File: src/rtl/jedro_1_decoder_if.sv
// jedro_1_decoder_if: instruction-in / decoded-out handshake bundle of the decode stage
interface jedro_1_decoder_if #(
  parameter int DATA_WIDTH   = 32,
  parameter int ALU_OP_WIDTH = 4
);
  logic [DATA_WIDTH-1:0]   instr_i;
  logic                    instr_valid_i;
  logic                    instr_ready_o;
  logic                    dec_valid_o;
  logic                    dec_ready_i;
  logic [ALU_OP_WIDTH-1:0] alu_op_sel_o;
  logic [4:0]              rs1_addr_o;
  logic [4:0]              rs2_addr_o;
  logic [4:0]              rd_addr_o;
  logic                    rd_we_o;
  logic [DATA_WIDTH-1:0]   imm_o;
  logic                    use_imm_o;
  logic                    illegal_instr_o;
  logic                    illegal_ack_i;
  modport master (
    output instr_i, instr_valid_i, dec_ready_i, illegal_ack_i,
    input  instr_ready_o, dec_valid_o, alu_op_sel_o, rs1_addr_o, rs2_addr_o,
           rd_addr_o, rd_we_o, imm_o, use_imm_o, illegal_instr_o
  );
  modport slave (
    input  instr_i, instr_valid_i, dec_ready_i, illegal_ack_i,
    output instr_ready_o, dec_valid_o, alu_op_sel_o, rs1_addr_o, rs2_addr_o,
           rd_addr_o, rd_we_o, imm_o, use_imm_o, illegal_instr_o
  );
endinterface

File: src/rtl/jedro_1_decoder.sv
// jedro_1_decoder: RV32I OP/OP-IMM/LUI decode stage with sticky illegal-instruction trap
module jedro_1_decoder #(
  parameter int DATA_WIDTH   = 32,
  parameter int ALU_OP_WIDTH = 4
) (
  input logic             clk_i,
  input logic             rstn_i,
  jedro_1_decoder_if.slave bus
);
  typedef enum logic {RUN, ILLEGAL} state_t;
  state_t state;
  logic [6:0] opc, f7;
  logic [2:0] f3;
  logic is_op, is_opi, is_lui, legal, shift, accept;
  logic [ALU_OP_WIDTH-1:0] op;
  logic [4:0] rs1, rs2;
  logic [DATA_WIDTH-1:0] imm;
  // field extraction and legality of the incoming word
  always_comb begin
    opc    = bus.instr_i[6:0];
    f3     = bus.instr_i[14:12];
    f7     = bus.instr_i[31:25];
    is_op  = opc == 7'b0110011;
    is_opi = opc == 7'b0010011;
    is_lui = opc == 7'b0110111;
    shift  = f3[1:0] == 2'b01;
    legal  = (is_op & ((f7 == 7'h00) | ((f7 == 7'h20) & ((f3 == 3'b000) | (f3 == 3'b101)))))
           | (is_opi & ((f3 == 3'b001) ? (f7 == 7'h00) : (f3 == 3'b101) ? ((f7 == 7'h00) | (f7 == 7'h20)) : 1'b1))
           | is_lui;
    op     = is_op ? {bus.instr_i[30], f3} : is_opi ? {(f3 == 3'b101) & bus.instr_i[30], f3} : '0;
    rs1    = is_lui ? 5'd0 : bus.instr_i[19:15];
    rs2    = is_op ? bus.instr_i[24:20] : 5'd0;
    imm    = is_lui ? {bus.instr_i[31:12], 12'b0}
           : (is_opi & shift) ? {27'b0, bus.instr_i[24:20]}
           : is_opi ? {{20{bus.instr_i[31]}}, bus.instr_i[31:20]} : '0;
  end
  assign bus.instr_ready_o   = (state == RUN) & (~bus.dec_valid_o | bus.dec_ready_i);
  assign bus.illegal_instr_o = state == ILLEGAL;
  assign accept              = bus.instr_valid_i & bus.instr_ready_o;
  // pipeline register and RUN/ILLEGAL control; an illegal word is swallowed, never forwarded
  always_ff @(posedge clk_i or negedge rstn_i) begin
    if (!rstn_i) begin
      state            <= RUN;
      bus.dec_valid_o  <= 1'b0;
      bus.alu_op_sel_o <= '0;
      bus.rs1_addr_o   <= '0;
      bus.rs2_addr_o   <= '0;
      bus.rd_addr_o    <= '0;
      bus.rd_we_o      <= 1'b0;
      bus.imm_o        <= '0;
      bus.use_imm_o    <= 1'b0;
    end else if (state == ILLEGAL) begin
      state <= bus.illegal_ack_i ? RUN : ILLEGAL;
    end else if (accept & legal) begin
      bus.dec_valid_o  <= 1'b1;
      bus.alu_op_sel_o <= op;
      bus.rs1_addr_o   <= rs1;
      bus.rs2_addr_o   <= rs2;
      bus.rd_addr_o    <= bus.instr_i[11:7];
      bus.rd_we_o      <= bus.instr_i[11:7] != 5'd0;
      bus.imm_o        <= imm;
      bus.use_imm_o    <= ~is_op;
    end else if (accept) begin
      state           <= ILLEGAL;
      bus.dec_valid_o <= 1'b0;
    end else if (bus.dec_ready_i) begin
      bus.dec_valid_o <= 1'b0;
    end
  end
endmodule

File: src/flat_wrapper.sv
// flat-port wrapper written by rule: the top's interface ports become plain ports
module jedro_1_decoder_flat 
#(
  parameter int DATA_WIDTH   = 32,
  parameter int ALU_OP_WIDTH = 4
)
  (clk_i, rstn_i, bus_instr_i, bus_instr_valid_i, bus_dec_ready_i, bus_illegal_ack_i, bus_instr_ready_o, bus_dec_valid_o, bus_alu_op_sel_o, bus_rs1_addr_o, bus_rs2_addr_o, bus_rd_addr_o, bus_rd_we_o, bus_imm_o, bus_use_imm_o, bus_illegal_instr_o);
  jedro_1_decoder_if #(.DATA_WIDTH(DATA_WIDTH), .ALU_OP_WIDTH(ALU_OP_WIDTH)) bus_i ();
  input logic clk_i;
  input logic rstn_i;
  input wire logic [$bits(bus_i.instr_i)-1:0] bus_instr_i;
  input wire logic [$bits(bus_i.instr_valid_i)-1:0] bus_instr_valid_i;
  input wire logic [$bits(bus_i.dec_ready_i)-1:0] bus_dec_ready_i;
  input wire logic [$bits(bus_i.illegal_ack_i)-1:0] bus_illegal_ack_i;
  output wire logic [$bits(bus_i.instr_ready_o)-1:0] bus_instr_ready_o;
  output wire logic [$bits(bus_i.dec_valid_o)-1:0] bus_dec_valid_o;
  output wire logic [$bits(bus_i.alu_op_sel_o)-1:0] bus_alu_op_sel_o;
  output wire logic [$bits(bus_i.rs1_addr_o)-1:0] bus_rs1_addr_o;
  output wire logic [$bits(bus_i.rs2_addr_o)-1:0] bus_rs2_addr_o;
  output wire logic [$bits(bus_i.rd_addr_o)-1:0] bus_rd_addr_o;
  output wire logic [$bits(bus_i.rd_we_o)-1:0] bus_rd_we_o;
  output wire logic [$bits(bus_i.imm_o)-1:0] bus_imm_o;
  output wire logic [$bits(bus_i.use_imm_o)-1:0] bus_use_imm_o;
  output wire logic [$bits(bus_i.illegal_instr_o)-1:0] bus_illegal_instr_o;
  assign bus_i.instr_i = bus_instr_i;
  assign bus_i.instr_valid_i = bus_instr_valid_i;
  assign bus_i.dec_ready_i = bus_dec_ready_i;
  assign bus_i.illegal_ack_i = bus_illegal_ack_i;
  assign bus_instr_ready_o = bus_i.instr_ready_o;
  assign bus_dec_valid_o = bus_i.dec_valid_o;
  assign bus_alu_op_sel_o = bus_i.alu_op_sel_o;
  assign bus_rs1_addr_o = bus_i.rs1_addr_o;
  assign bus_rs2_addr_o = bus_i.rs2_addr_o;
  assign bus_rd_addr_o = bus_i.rd_addr_o;
  assign bus_rd_we_o = bus_i.rd_we_o;
  assign bus_imm_o = bus_i.imm_o;
  assign bus_use_imm_o = bus_i.use_imm_o;
  assign bus_illegal_instr_o = bus_i.illegal_instr_o;
  jedro_1_decoder #(.DATA_WIDTH(DATA_WIDTH), .ALU_OP_WIDTH(ALU_OP_WIDTH)) u_core (.clk_i(clk_i), .rstn_i(rstn_i), .bus(bus_i));
endmodule
File: config.mk
export PLATFORM = sky130hd
export DESIGN_NAME = jedro_1_decoder_flat
export DESIGN_NICKNAME = d
export VERILOG_FILES = /design/src/rtl/jedro_1_decoder_if.sv /design/src/rtl/jedro_1_decoder.sv /design/src/flat_wrapper.sv
export SDC_FILE = /design/constraint.sdc
export NUM_CORES = 1
export LEC_CHECK = 0
export ABC_AREA = 1
export CORE_ASPECT_RATIO = 0.6
export CORE_MARGIN = 2
export CORE_UTILIZATION = 48
export CTS_CLUSTER_DIAMETER = 200
export DETAILED_ROUTE_END_ITERATION = 8
export HOLD_SLACK_MARGIN = 0.15
export PLACE_DENSITY = 0.8
export SLEW_MARGIN = 20
export SYNTH_ARGS = -nofsm -noshare
export SYNTH_HDL_FRONTEND = slang
export SYNTH_SLANG_ARGS = --single-unit
File: constraint.sdc
create_clock -name clk_i -period 1.45 [get_ports clk_i]
set_input_delay 0.2175 -clock clk_i [delete_from_list [all_inputs] [get_ports clk_i]]
set_output_delay 0.2175 -clock clk_i [all_outputs]
set_load 0.05 [all_outputs]
==> impl_metrics.py <==
metrics = {
    "placement": {
        "port_buffers": 92,
        "dp.cells": 546,
        "hpwl_microns": 6780,
        "routabilityCongestion": 0.946,
    },
    "critical_path": {
        "r2r_start": "u_core.bus.dec_valid_o",
        "crit_slowest_cell": "dfrtp_2",
        "cp-start-kind": "flop",
        "crit_path_max_incr_delay_ns": 0.44,
        "cp_cell_sequence": "a21oi_4 -> nand2_4 -> inv_6 -> buf_4 -> buf_6 -> nand3_1 -> nand2_2",
        "worst_r2r_endpoint": "u_core.bus.imm_o[2]",
        "critical_path_class": "reg2reg",
        "crit_path_end_kind": "flop",
        "r2r_slack_ns": -0.02,
        "cp_data_required_time_ns": 1.68,
        "cp_max_fo": 14,
        "reg2regPathDepth": 7,
        "critPathArrivalTime_ns": 1.70,
    },
    "timing": {
        "finalCritPeriodShare_pct": 101,
        "hold_slack_ns": 0.326,
        "finalHoldViolations": 0,
        "finalCriticalPeriod_ns": 1.47,
        "max_freq_mhz": 680,
        "layout_setup_ws_ns": -0.0207,
        "slew_headroom_pct": 69.2,
        "skew_ns": 0.00945,
        "worst-slew-pin-transition_ns": 0.461,
        "setup_viol": 1,
        "finalMaxSlewViolations": 0,
    },
    "global_route": {
        "antenna_found_initial": 0,
        "grtUsageTotal_pct": 33.2,
        "grt_pass1_wl_microns": 18900,
        "top_usage_layer": "met2",
        "gr-usage-met1_pct": 41.2,
        "grt_start_max_net_pins": 40,
        "overflow": 0,
        "grt_util_met3_pct": 7.53,
        "grt_use_met2_pct": 57.7,
        "grt_pass1_vias": 3458,
    },
    "floorplan": {
        "initial_core_util_pct": 49.3,
        "ios": 93,
        "die_w_microns": 110,
        "die_h_microns": 67.9,
        "rows": 23,
        "core_area_sq_um": 6620,
        "dieArea_sq_um": 7500,
    },
    "cts": {
        "clock-sinks": 55,
        "htreeDepth": 2,
        "cts_tree": "built",
        "clk_pin_slew_ns": 0.08,
        "numCtsBuffers": 5,
        "clockBufferDepth": 2,
        "clkLatencyLatePin_ns": 0.30,
        "ctsRootBufferMaster": "clkbuf_16",
    },
    "route": {
        "route.detailed.drc": 0,
        "drt_iter0_drc": 409,
        "vias": 3300,
        "ant_nets": 0,
        "vias_per_cell": 5.70,
        "wl_per_cell_microns": 21.5,
        "drt_wl_total_microns": 12400,
        "first_pass_iters": 5,
    },
    "synthesis": {
        "syn_nets": 391,
        "syn_inst": 354,
        "yosys_warnings": 0,
        "yosysSeqAreaShare_pct": 42.2,
        "synth.area.top_cells": "dfrtp_1 42%, nand2_4 17%, nand2_2 10%",
        "synth-seq-cells": 55,
        "syn_area_sq_um": 3260,
        "yosysTopAreaCell": "dfrtp_1",
        "avgSynthCellArea_sq_um": 9.22,
        "synth_top_cell_area_share_pct": 42.2,
        "synthDistinctLibCells": 22,
    },
    "layout": {
        "layout.cells.non_filler": 579,
        "area_growth_pct": 76.7,
        "diodes": 0,
        "multi_input_area_sq_um": 1870,
        "seq_area_sq_um": 1380,
        "fillCellCount": 271,
        "drive_gt1_share_pct": 60.2,
        "nets": 528,
        "final_cell_mix": "66 x buf_12, 60 x nand2_2, 55 x nand2_4",
        "layout_commonest_cell": "buf_12",
    },
    "status": {
        "violations": "setup timing",
        "status": "finished, violations left",
    },
    "min_path": {
        "min_path_type": "in2reg",
        "min_to": "u_core.bus.dec_valid_o",
        "hold_start": "bus_dec_ready_i",
        "min_path_cells": 4,
    },
    "pwr": {
        "peakVddDrop_mv": 0.517,
        "powerDensity_nw_per_um2": 675,
        "cellLeakagePower_nw": 2.73,
    },
    "job": {
        "maxCapViolations": 0,
    },
}
-- power breakdown --
group          switching (W)  leakage, nW  internal (W)  total (W)
Combinational       0.000511         1.90      0.000428   0.000939
Sequential         0.0000831        0.759       0.00158    0.00166
Clock               0.000600       0.0731      0.000693    0.00129
Total                0.00119         2.73       0.00270    0.00390
-- worst max-delay path by stage --
stage / from / endpoint / slack, ns
global placement: bus_instr_i[6] / u_core.bus.imm_o[27] / -0.47
detailed placement: bus_instr_i[6] / u_core.bus.imm_o[27] / -0.51
floorplan: u_core.bus.dec_valid_o / u_core.bus.imm_o[0] / -0.18
finish: u_core.bus.dec_valid_o / u_core.bus.imm_o[2] / -0.02
global route: bus_instr_i[1] / u_core.bus.imm_o[12] / -0.04
CTS: u_core.bus.dec_valid_o / u_core.bus.imm_o[31] / -0.03
-- cells in the mapped netlist --
cell	instances
o21ai_0	17
nor3_1	1
a21oi_1	1
clkbuf_1	3
dfrtp_1	55
inv_2	3
clkinv_1	1
nand2_8	1
nand3_4	1
nor2_1	28
nand3_1	61
nand2_1	32
nand2_2	52
nor2_8	1
nand3_2	1
o22ai_1	2
inv_1	26
nor2_2	3
buf_2	10
nor3b_2	1
nand2_4	49
buf_12	5
-- sequential cells by signal, summed over array words and instances (netlist names) --
name / flops
u_core.bus.rd_addr_o: 5
u_core.bus.use_imm_o: 1
u_core.bus.illegal_instr_o: 1
u_core.bus.rs1_addr_o: 5
u_core.bus.rs2_addr_o: 5
u_core.bus.imm_o: 32
u_core.bus.dec_valid_o: 1
u_core.bus.alu_op_sel_o: 4
u_core.bus.rd_we_o: 1
-- worst max-delay path: cells and delay by family (launching register included) --
| family | cells | cell delay [ns] |
|---|---|---|
| buffers and inverters | 3 | 0.42 |
| and+or+nand+nor | 3 | 0.36 |
| AOI/OAI and AO/OA | 1 | 0.18 |
| DFF | 1 | 0.44 |
-- metal layers --
layer	vias up	wire length, microns
met5	-	0
met4	0	516
met3	59	1140
met2	264	5930
met1	1583	4840
li1	1394	-
-- final cells by class --
| type | count | area share (%) |
|---|---|---|
| Timing Repair Buffer | 148 | 36.9 |
| Multi-Input combinational cell | 251 | 32.5 |
| Sequential cell | 55 | 23.9 |
| Clock buffer | 6 | 2.41 |
| Inverter | 30 | 2.13 |
| Tap cell | 87 | 1.89 |
| Clock inverter | 2 | 0.282 |
-- cells by family after synthesis --
| logic type | share of synthesized area, % |
|---|---|
| AO/OA/AOI/OAI | 3.14 |
| buffers and inverters | 8.39 |
| flip-flops | 42.2 |
| AND/OR/NAND/NOR | 46.3 |
-- what timing repair did --
| action | CTS | global route |
|---|---|---|
| setup buffers | 19 | 3 |
| endpoints found under the setup margin | 55 | 55 |
| hold buffers | 1 | 0 |
| resized for setup | 84 | 43 |
| hold endpoints to repair | 16 | 0 |
| pin swaps | 19 | 22 |
| gates cloned | 6 | 0 |
-- metrics by stage --
| stage | power (W) | setup slack, ns | area (sq um) | TNS (ns) | util, % |
|---|---|---|---|---|---|
| CTS | 0.00380 | -0.0300 | 5760 | -0.654 | 87.0 |
| global route | 0.00400 | -0.0373 | 5770 | -0.131 | 87.1 |
| floorplan | 0.00202 | -0.184 | 3280 | -9.36 | - |
| global placement | 0.00250 | -0.475 | 5050 | -21.49 | 76.3 |
| finish | 0.00390 | -0.0207 | 5770 | -0.0207 | 87.1 |
| detailed placement | 0.00252 | -0.514 | 5050 | -25.41 | 76.3 |
Note: power is estimated with default switching activity, not from simulation.
